### config.mk
export PLATFORM = sky130hd
export DESIGN_NAME = rbz_tex_fetch_flat
export DESIGN_NICKNAME = d
export VERILOG_FILES = /design/src/rtl/rbz_tex_fetch_pkg.sv /design/src/rtl/rbz_tex_fetch_if.sv /design/src/rtl/rbz_tex_fetch.sv /design/src/flat_wrapper.sv
export SDC_FILE = /design/constraint.sdc
export NUM_CORES = 1
export LEC_CHECK = 0
export CORE_MARGIN = 3
export CORE_UTILIZATION = 23
export DETAILED_ROUTE_END_ITERATION = 7
export DONT_BUFFER_PORTS = 1
export PLACE_DENSITY = 0.43
export SLEW_MARGIN = 10
export SYNTH_ARGS = -nofsm -noshare
export SYNTH_HDL_FRONTEND = slang
export SYNTH_SLANG_ARGS = --single-unit
### constraint.sdc
create_clock -name clk -period 1.7 [get_ports clk]
set_clock_uncertainty 0.05 [all_clocks]
set_input_delay 0.34 -clock clk [delete_from_list [all_inputs] [get_ports clk]]
set_output_delay 0.34 -clock clk [all_outputs]
set_load 0.02 [all_outputs]
### src/rtl/rbz_tex_fetch_pkg.sv
// Shared definitions for the rbzero texture-flash fetch unit: state
// encoding, default transaction constants and texel geometry.
package rbz_tex_pkg;

  typedef enum logic [2:0] {
    IDLE,
    CMD,
    ADDR,
    DUMMY,
    DATA,
    DONE
  } state_e;

  // Default Fast Read Quad Output transaction shape.
  localparam logic [7:0] OPCODE_DEF     = 8'h6B;
  localparam int         ADDR_W_DEF     = 24;
  localparam int         DUMMY_CLKS_DEF = 8;

  // Fixed phase lengths, in SCLK periods.
  localparam int CMD_CLKS  = 8;
  localparam int DATA_CLKS = 2;

  // Texel is {BbGgRr}, delivered as two 3-bit nibbles on io[2:0].
  localparam int TEXEL_W = 6;
  localparam int NIB_W   = TEXEL_W / 2;

  // Per-phase SCLK period counter width.
  localparam int CNT_W = 6;

endpackage : rbz_tex_pkg

### src/rtl/rbz_tex_fetch_if.sv
// Request/response handshake between the texture-address generator
// (master) and the flash fetch unit (slave).
interface rbz_tex_fetch_if #(
  parameter int ADDR_W = 24
);
  import rbz_tex_pkg::*;

  logic               i_req;
  logic [ADDR_W-1:0]  i_addr;
  logic               o_busy;
  logic               o_valid;
  logic [TEXEL_W-1:0] o_texel;

  modport master (
    output i_req,
    output i_addr,
    input  o_busy,
    input  o_valid,
    input  o_texel
  );

  modport slave (
    input  i_req,
    input  i_addr,
    output o_busy,
    output o_valid,
    output o_texel
  );

endinterface : rbz_tex_fetch_if

### src/rtl/rbz_tex_fetch.sv
// SPI flash texel fetcher. Each accepted request runs one Fast Read Quad
// Output transaction (opcode + address on io0, dummy clocks, then two
// nibbles on io[2:0]) and returns a 6-bit texel with a one-cycle valid.
// SCLK runs at clk/2: phase 0 drives sclk low, phase 1 drives it high.
module rbz_tex_fetch
  import rbz_tex_pkg::*;
#(
  parameter logic [7:0] OPCODE     = OPCODE_DEF,
  parameter int         ADDR_W     = ADDR_W_DEF,
  parameter int         DUMMY_CLKS = DUMMY_CLKS_DEF
) (
  input  logic           clk,
  input  logic           rst_n,
  rbz_tex_fetch_if.slave bus,
  output logic           o_tex_csb,
  output logic           o_tex_sclk,
  output logic           o_tex_out0,
  output logic           o_tex_oeb0,
  input  logic [3:0]     i_tex_in
);

  localparam int SHIFT_W = 8 + ADDR_W;

  localparam logic [CNT_W-1:0] CMD_LAST   = CNT_W'(CMD_CLKS - 1);
  localparam logic [CNT_W-1:0] ADDR_LAST  = CNT_W'(ADDR_W - 1);
  localparam logic [CNT_W-1:0] DUMMY_LAST = CNT_W'(DUMMY_CLKS - 1);
  localparam logic [CNT_W-1:0] DATA_LAST  = CNT_W'(DATA_CLKS - 1);

  state_e               state_q, state_d;
  logic                 phase_q, phase_d;
  logic [CNT_W-1:0]     cnt_q, cnt_d;
  logic [SHIFT_W-1:0]   shift_q, shift_d;
  logic [NIB_W-1:0]     nib_q, nib_d;
  logic [TEXEL_W-1:0]   texel_q, texel_d;

  logic [CNT_W-1:0]     last_cnt;
  state_e               next_state;
  logic                 sclk_active;
  logic                 io0_drive;

  // io3 is not wired on the board; the pad value is deliberately dropped.
  logic unused_io3;
  assign unused_io3 = i_tex_in[3];

  // Length of the current phase and the state that follows it.
  always_comb begin
    last_cnt   = '0;
    next_state = IDLE;
    case (state_q)
      CMD:     begin last_cnt = CMD_LAST;   next_state = ADDR;  end
      ADDR:    begin last_cnt = ADDR_LAST;  next_state = DUMMY; end
      DUMMY:   begin last_cnt = DUMMY_LAST; next_state = DATA;  end
      DATA:    begin last_cnt = DATA_LAST;  next_state = DONE;  end
      default: begin last_cnt = '0;         next_state = IDLE;  end
    endcase
  end

  // Next-state logic: accept, SCLK phase toggling, per-phase period count,
  // io0 shift on each period end, and nibble capture at the end of phase 1.
  always_comb begin
    // NOTE: every variable gets a default first so no path leaves one
    // unassigned; an unassigned path in always_comb infers a latch.
    state_d = state_q;
    phase_d = phase_q;
    cnt_d   = cnt_q;
    shift_d = shift_q;
    nib_d   = nib_q;
    texel_d = texel_q;

    case (state_q)
      IDLE: begin
        if (bus.i_req) begin
          state_d = CMD;
          phase_d = 1'b0;
          cnt_d   = '0;
          shift_d = {OPCODE, bus.i_addr};
        end
      end

      CMD, ADDR, DUMMY, DATA: begin
        phase_d = ~phase_q;
        if (phase_q) begin
          // End of an SCLK period: io0 moves on at the start of the next
          // phase 0, so the flash sees a stable bit on the rising edge.
          if (state_q == CMD || state_q == ADDR) begin
            shift_d = shift_q << 1;
          end
          if (state_q == DATA) begin
            if (cnt_q == '0) begin
              nib_d = i_tex_in[NIB_W-1:0];
            end else begin
              texel_d = {nib_q, i_tex_in[NIB_W-1:0]};
            end
          end
          if (cnt_q == last_cnt) begin
            state_d = next_state;
            cnt_d   = '0;
            phase_d = 1'b0;
          end else begin
            cnt_d = cnt_q + 1'b1;
          end
        end
      end

      DONE: begin
        state_d = IDLE;
        phase_d = 1'b0;
        cnt_d   = '0;
      end

      default: begin
        state_d = IDLE;
        phase_d = 1'b0;
        cnt_d   = '0;
      end
    endcase
  end

  // State register with synchronous active-low reset; a partial texel in
  // nib_q is never exposed because texel_q only loads on the final nibble.
  always_ff @(posedge clk) begin
    // NOTE: registers take non-blocking assignments so every flop samples
    // the pre-edge values regardless of statement order.
    if (!rst_n) begin
      state_q <= IDLE;
      phase_q <= 1'b0;
      cnt_q   <= '0;
      shift_q <= '0;
      nib_q   <= '0;
      texel_q <= '0;
    end else begin
      state_q <= state_d;
      phase_q <= phase_d;
      cnt_q   <= cnt_d;
      shift_q <= shift_d;
      nib_q   <= nib_d;
      texel_q <= texel_d;
    end
  end

  // Pin and handshake decode from registered state only.
  assign sclk_active = (state_q == CMD) || (state_q == ADDR) ||
                       (state_q == DUMMY) || (state_q == DATA);
  assign io0_drive   = (state_q == CMD) || (state_q == ADDR);

  assign o_tex_csb   = ~sclk_active;
  assign o_tex_sclk  = sclk_active & phase_q;
  assign o_tex_out0  = io0_drive & shift_q[SHIFT_W-1];
  assign o_tex_oeb0  = ~io0_drive;

  assign bus.o_busy  = (state_q != IDLE);
  assign bus.o_valid = (state_q == DONE);
  assign bus.o_texel = texel_q;

endmodule : rbz_tex_fetch

### src/flat_wrapper.sv
// flat-port wrapper written by rule: the top's interface ports become plain ports
module rbz_tex_fetch_flat import rbz_tex_pkg::*;
#(
  parameter logic [7:0] OPCODE     = OPCODE_DEF,
  parameter int         ADDR_W     = ADDR_W_DEF,
  parameter int         DUMMY_CLKS = DUMMY_CLKS_DEF
)
  (clk, rst_n, o_tex_csb, o_tex_sclk, o_tex_out0, o_tex_oeb0, i_tex_in, bus_i_req, bus_i_addr, bus_o_busy, bus_o_valid, bus_o_texel);
  rbz_tex_fetch_if #(.ADDR_W(ADDR_W)) bus_i ();
  input  logic clk;
  input  logic rst_n;
  output logic o_tex_csb;
  output logic o_tex_sclk;
  output logic o_tex_out0;
  output logic o_tex_oeb0;
  input  logic [3:0] i_tex_in;
  input wire logic [$bits(bus_i.i_req)-1:0] bus_i_req;
  input wire logic [$bits(bus_i.i_addr)-1:0] bus_i_addr;
  output wire logic [$bits(bus_i.o_busy)-1:0] bus_o_busy;
  output wire logic [$bits(bus_i.o_valid)-1:0] bus_o_valid;
  output wire logic [$bits(bus_i.o_texel)-1:0] bus_o_texel;
  assign bus_i.i_req = bus_i_req;
  assign bus_i.i_addr = bus_i_addr;
  assign bus_o_busy = bus_i.o_busy;
  assign bus_o_valid = bus_i.o_valid;
  assign bus_o_texel = bus_i.o_texel;
  rbz_tex_fetch #(.OPCODE(OPCODE), .ADDR_W(ADDR_W), .DUMMY_CLKS(DUMMY_CLKS)) u_core (.clk(clk), .rst_n(rst_n), .bus(bus_i), .o_tex_csb(o_tex_csb), .o_tex_sclk(o_tex_sclk), .o_tex_out0(o_tex_out0), .o_tex_oeb0(o_tex_oeb0), .i_tex_in(i_tex_in));
endmodule
==> results of run 1 <==
==> critical path: stages, from the launching register on <==
cell and delay, ns:
dfxtp_4 0.38, buf_8 0.13, nor2_4 0.14, nand2_4 0.06, and2_4 0.16, and2_4 0.18
==> power groups by stage <==
stage | Combinational [mW] | Clock (mW) | Sequential, mW
finish | 1.01 | 0.740 | 1.39
detailed placement | 0.744 | 0 | 1.42
global route | 1.10 | 0.825 | 1.41
global placement | 0.738 | 0 | 1.41
CTS | 0.899 | 0.779 | 1.39
floorplan | 0.561 | 0 | 1.40
==> final cells by class <==
type,count,area (um2),area share
Clock inverter,1,8.758,0.002615
Inverter,8,32.53,0.009712
Multi-Input combinational cell,217,1499,0.4475
Tap cell,136,170.2,0.05080
Clock buffer,7,86.33,0.02578
Timing Repair Buffer,50,520.5,0.1554
Sequential cell,51,1032,0.3082
==> path summary, 6_finish.rpt <==
path	startpoint	depth (start not counted)	slack [ns]	to
setup / recovery	u_core.state_q[1]	5	-0.05	o_tex_sclk
hold / removal	rst_n	1	0.12	u_core.phase_q
setup reg to reg	u_core.state_q[1]	7	-0.03	u_core.shift_q[3]
hold reg to reg	u_core.shift_q[26]	2	0.41	u_core.shift_q[26]
==> through the flow <==
stage	cells	setup TNS [ns]	hold WS, ns
2_1_floorplan	297	-0.4711	0.3819
3_3_place_gp	442	-0.4772	0.3924
3_5_place_dp	442	-0.7828	0.3952
4_1_cts	461	-0.8233	0.1082
5_1_grt	470	-1.926	0.1146
6_report	470	-0.1484	0.1203
==> per-layer routing <==
metal,track usage,wire length [um],vias up
met5,0,0,-
li1,-,-,1102
met2,0.1583,2857,28
met4,0.02671,95,0
met1,0.1379,2903,1021
met3,0.02901,279,8
==> flip-flops by register name, indices dropped and copies added, names as in the netlist <==
| register | flops |
|---|---|
| u_core.bus.o_texel | 6 |
| u_core.shift_q | 32 |
| u_core.phase_q | 1 |
| u_core.cnt_q | 6 |
| u_core.state_q | 3 |
| u_core.nib_q | 3 |
==> what timing repair did <==
item / 4_1_cts / 5_1_grt
gates cloned: 1 / 1
gates resized for setup: 26 / 33
setup buffers: 10 / 8
setup endpoints to repair: 35 / 48
pin swaps: 8 / 23
==> cell families after synthesis <==
| logic type | count (synthesis) | share of synthesized area |
|---|---|---|
| adder cells (fa/ha/maj) | 2 | 0.01020 |
| AND/OR/NAND/NOR | 151 | 0.2791 |
| AO/OA/AOI/OAI | 51 | 0.1832 |
| buffers and inverters | 29 | 0.05969 |
| flip-flops | 51 | 0.4163 |
| XOR/XNOR | 3 | 0.01072 |
| multiplexers | 10 | 0.04082 |
==> cell usage after synthesis, types with 2 or more instances <==
master	number	area (um2)
nor2_1	44	165.2
nand2_1	64	240.2
o21ai_0	4	20.02
nand2b_1	2	12.51
nand4_1	2	12.51
nor3_1	8	40.04
clkbuf_1	8	30.03
dfxtp_1	51	1021
and2_1	6	37.54
a21oi_1	12	60.06
ha_1	2	25.02
buf_2	9	45.04
mux2i_1	10	100.1
a311oi_2	10	150.1
nor3b_1	3	22.52
inv_1	7	26.28
nand3_1	11	55.05
xnor2_1	2	17.52
a311oi_1	15	131.4
nor4_2	2	25.02
nor4_1	3	18.77
buf_6	3	33.78
a211oi_1	2	15.01
==> results_dict.tcl, run 1 <==
set metrics [dict create \
    status "finished with violations" \
    violations "negative setup slack" \
    grt_pass1_wl_mm 9.742 \
    pre_cts_ws_ns -0.08128 \
    vias 2159 \
    yosysWarnings 0 \
    drc 0 \
    crit_arrival_ns 1.36 \
    viasPerCell 4.594 \
    finalSetupViolations 7 \
    clockBufferDepth 2 \
    p_sw_frac 0.3136 \
    synth-edff-count 0 \
    post-route-period-util 1.028 \
    ys_ff_latch 51 \
    cts.sinks 51 \
    cts_tree "done" \
    tightestPinTransition_ns 0.3909 \
    ir_drop_v 0.0003700 \
    overflow 0 \
    p_sw_mw 0.9857 \
    setup_ws_ns -0.04697 \
    drt_wl_total_mm 6.136 \
    hpwl_mm 4.046 \
    cp-end-kind "primary output" \
    cp_max_fo 6 \
    htree_levels 2 \
    initial_utilization 0.2365 \
    worstSetupPathType "register to primary output" \
    drt_iter0_markers 119 \
    layout-drive-gt1-share 0.3413 \
    syn_to_final_growth_pct 36.58 \
    synthCells 297 \
    pwr-share-seq 0.442 \
    finalHoldViolCount 0 \
    io_buffers 0 \
    coreArea_um2 10370 \
    rsz0062_at_grt "true" \
    stdcell_area_um2 3349 \
    critPathRequiredTime_ns 1.31 \
    final_common_cell "nand2_1" \
    relSlewSlack 0.7387 \
    io_pins 43 \
    clock_power_share 0.236 \
    synth_cell_types 40 \
    grt_pass1_vias 1988 \
    antenna_found_initial 0 \
    clk_latency_ns 0.30 \
    post-route-min-period_ns 1.747 \
    place.gp.congestion 0.7889 \
    seq_area_frac_synth 0.4163 \
    path_clk_slew_ns 0.09 \
    dpl-instance-area_um2 2816 \
    synth_area_um2 2452 \
    hp-class "input pin to register" \
    antenna_cells 0 \
    internal_power_mw 2.157 \
    final_cell_mix "60 x nand2_1, 48 x dfxtp_1, 38 x nor2_1, 33 x buf_4, 17 x a311oi_2" \
    ant_nets 0 \
    cts_hold_repair.buffers 0 \
    drt-wirelength-per-cell_um 13.06 \
    syn-num-nets 330 \
    fillers 1126 \
    clockRootBuffer "clkbuf_8" \
    maxCapViolCount 0 \
    die_w_um 109.3 \
    die_h_um 109.3 \
    async_flop_share 0 \
    nNetsFinal 366 \
    fin_util 0.3230 \
    powerDensity_nw_per_um2 938.3 \
    rows 37 \
    slew_viol_final 0 \
    p_comb_frac 0.322 \
    cts_buffers 5 \
    ys.flop_type "dfxtp_1" \
    die_area_um2 11940 \
    track_usage 0.1016 \
    syn_avg_cell_area_um2 8.257 \
    drtPass1Iterations 4 \
    leakagePower_nw 1.261 \
    start_kind "register" \
    totalPowerFinal_mw 3.143 \
    grt_max_degree 36 \
    fmax_mhz 572.4 \
]
Power figures use the tool's default switching activity.
==> inputs of run 2 (changes only) <==
--- a/config.mk
+++ b/config.mk
@@ -7,6 +7,7 @@
 export LEC_CHECK = 0
 export CORE_MARGIN = 3
 export CORE_UTILIZATION = 23
+export CTS_CLUSTER_DIAMETER = 40
 export DETAILED_ROUTE_END_ITERATION = 7
 export DONT_BUFFER_PORTS = 1
 export PLACE_DENSITY = 0.43
==> results of run 2 <==
The final DEF is identical to that of run 1; final timing and power are the same.
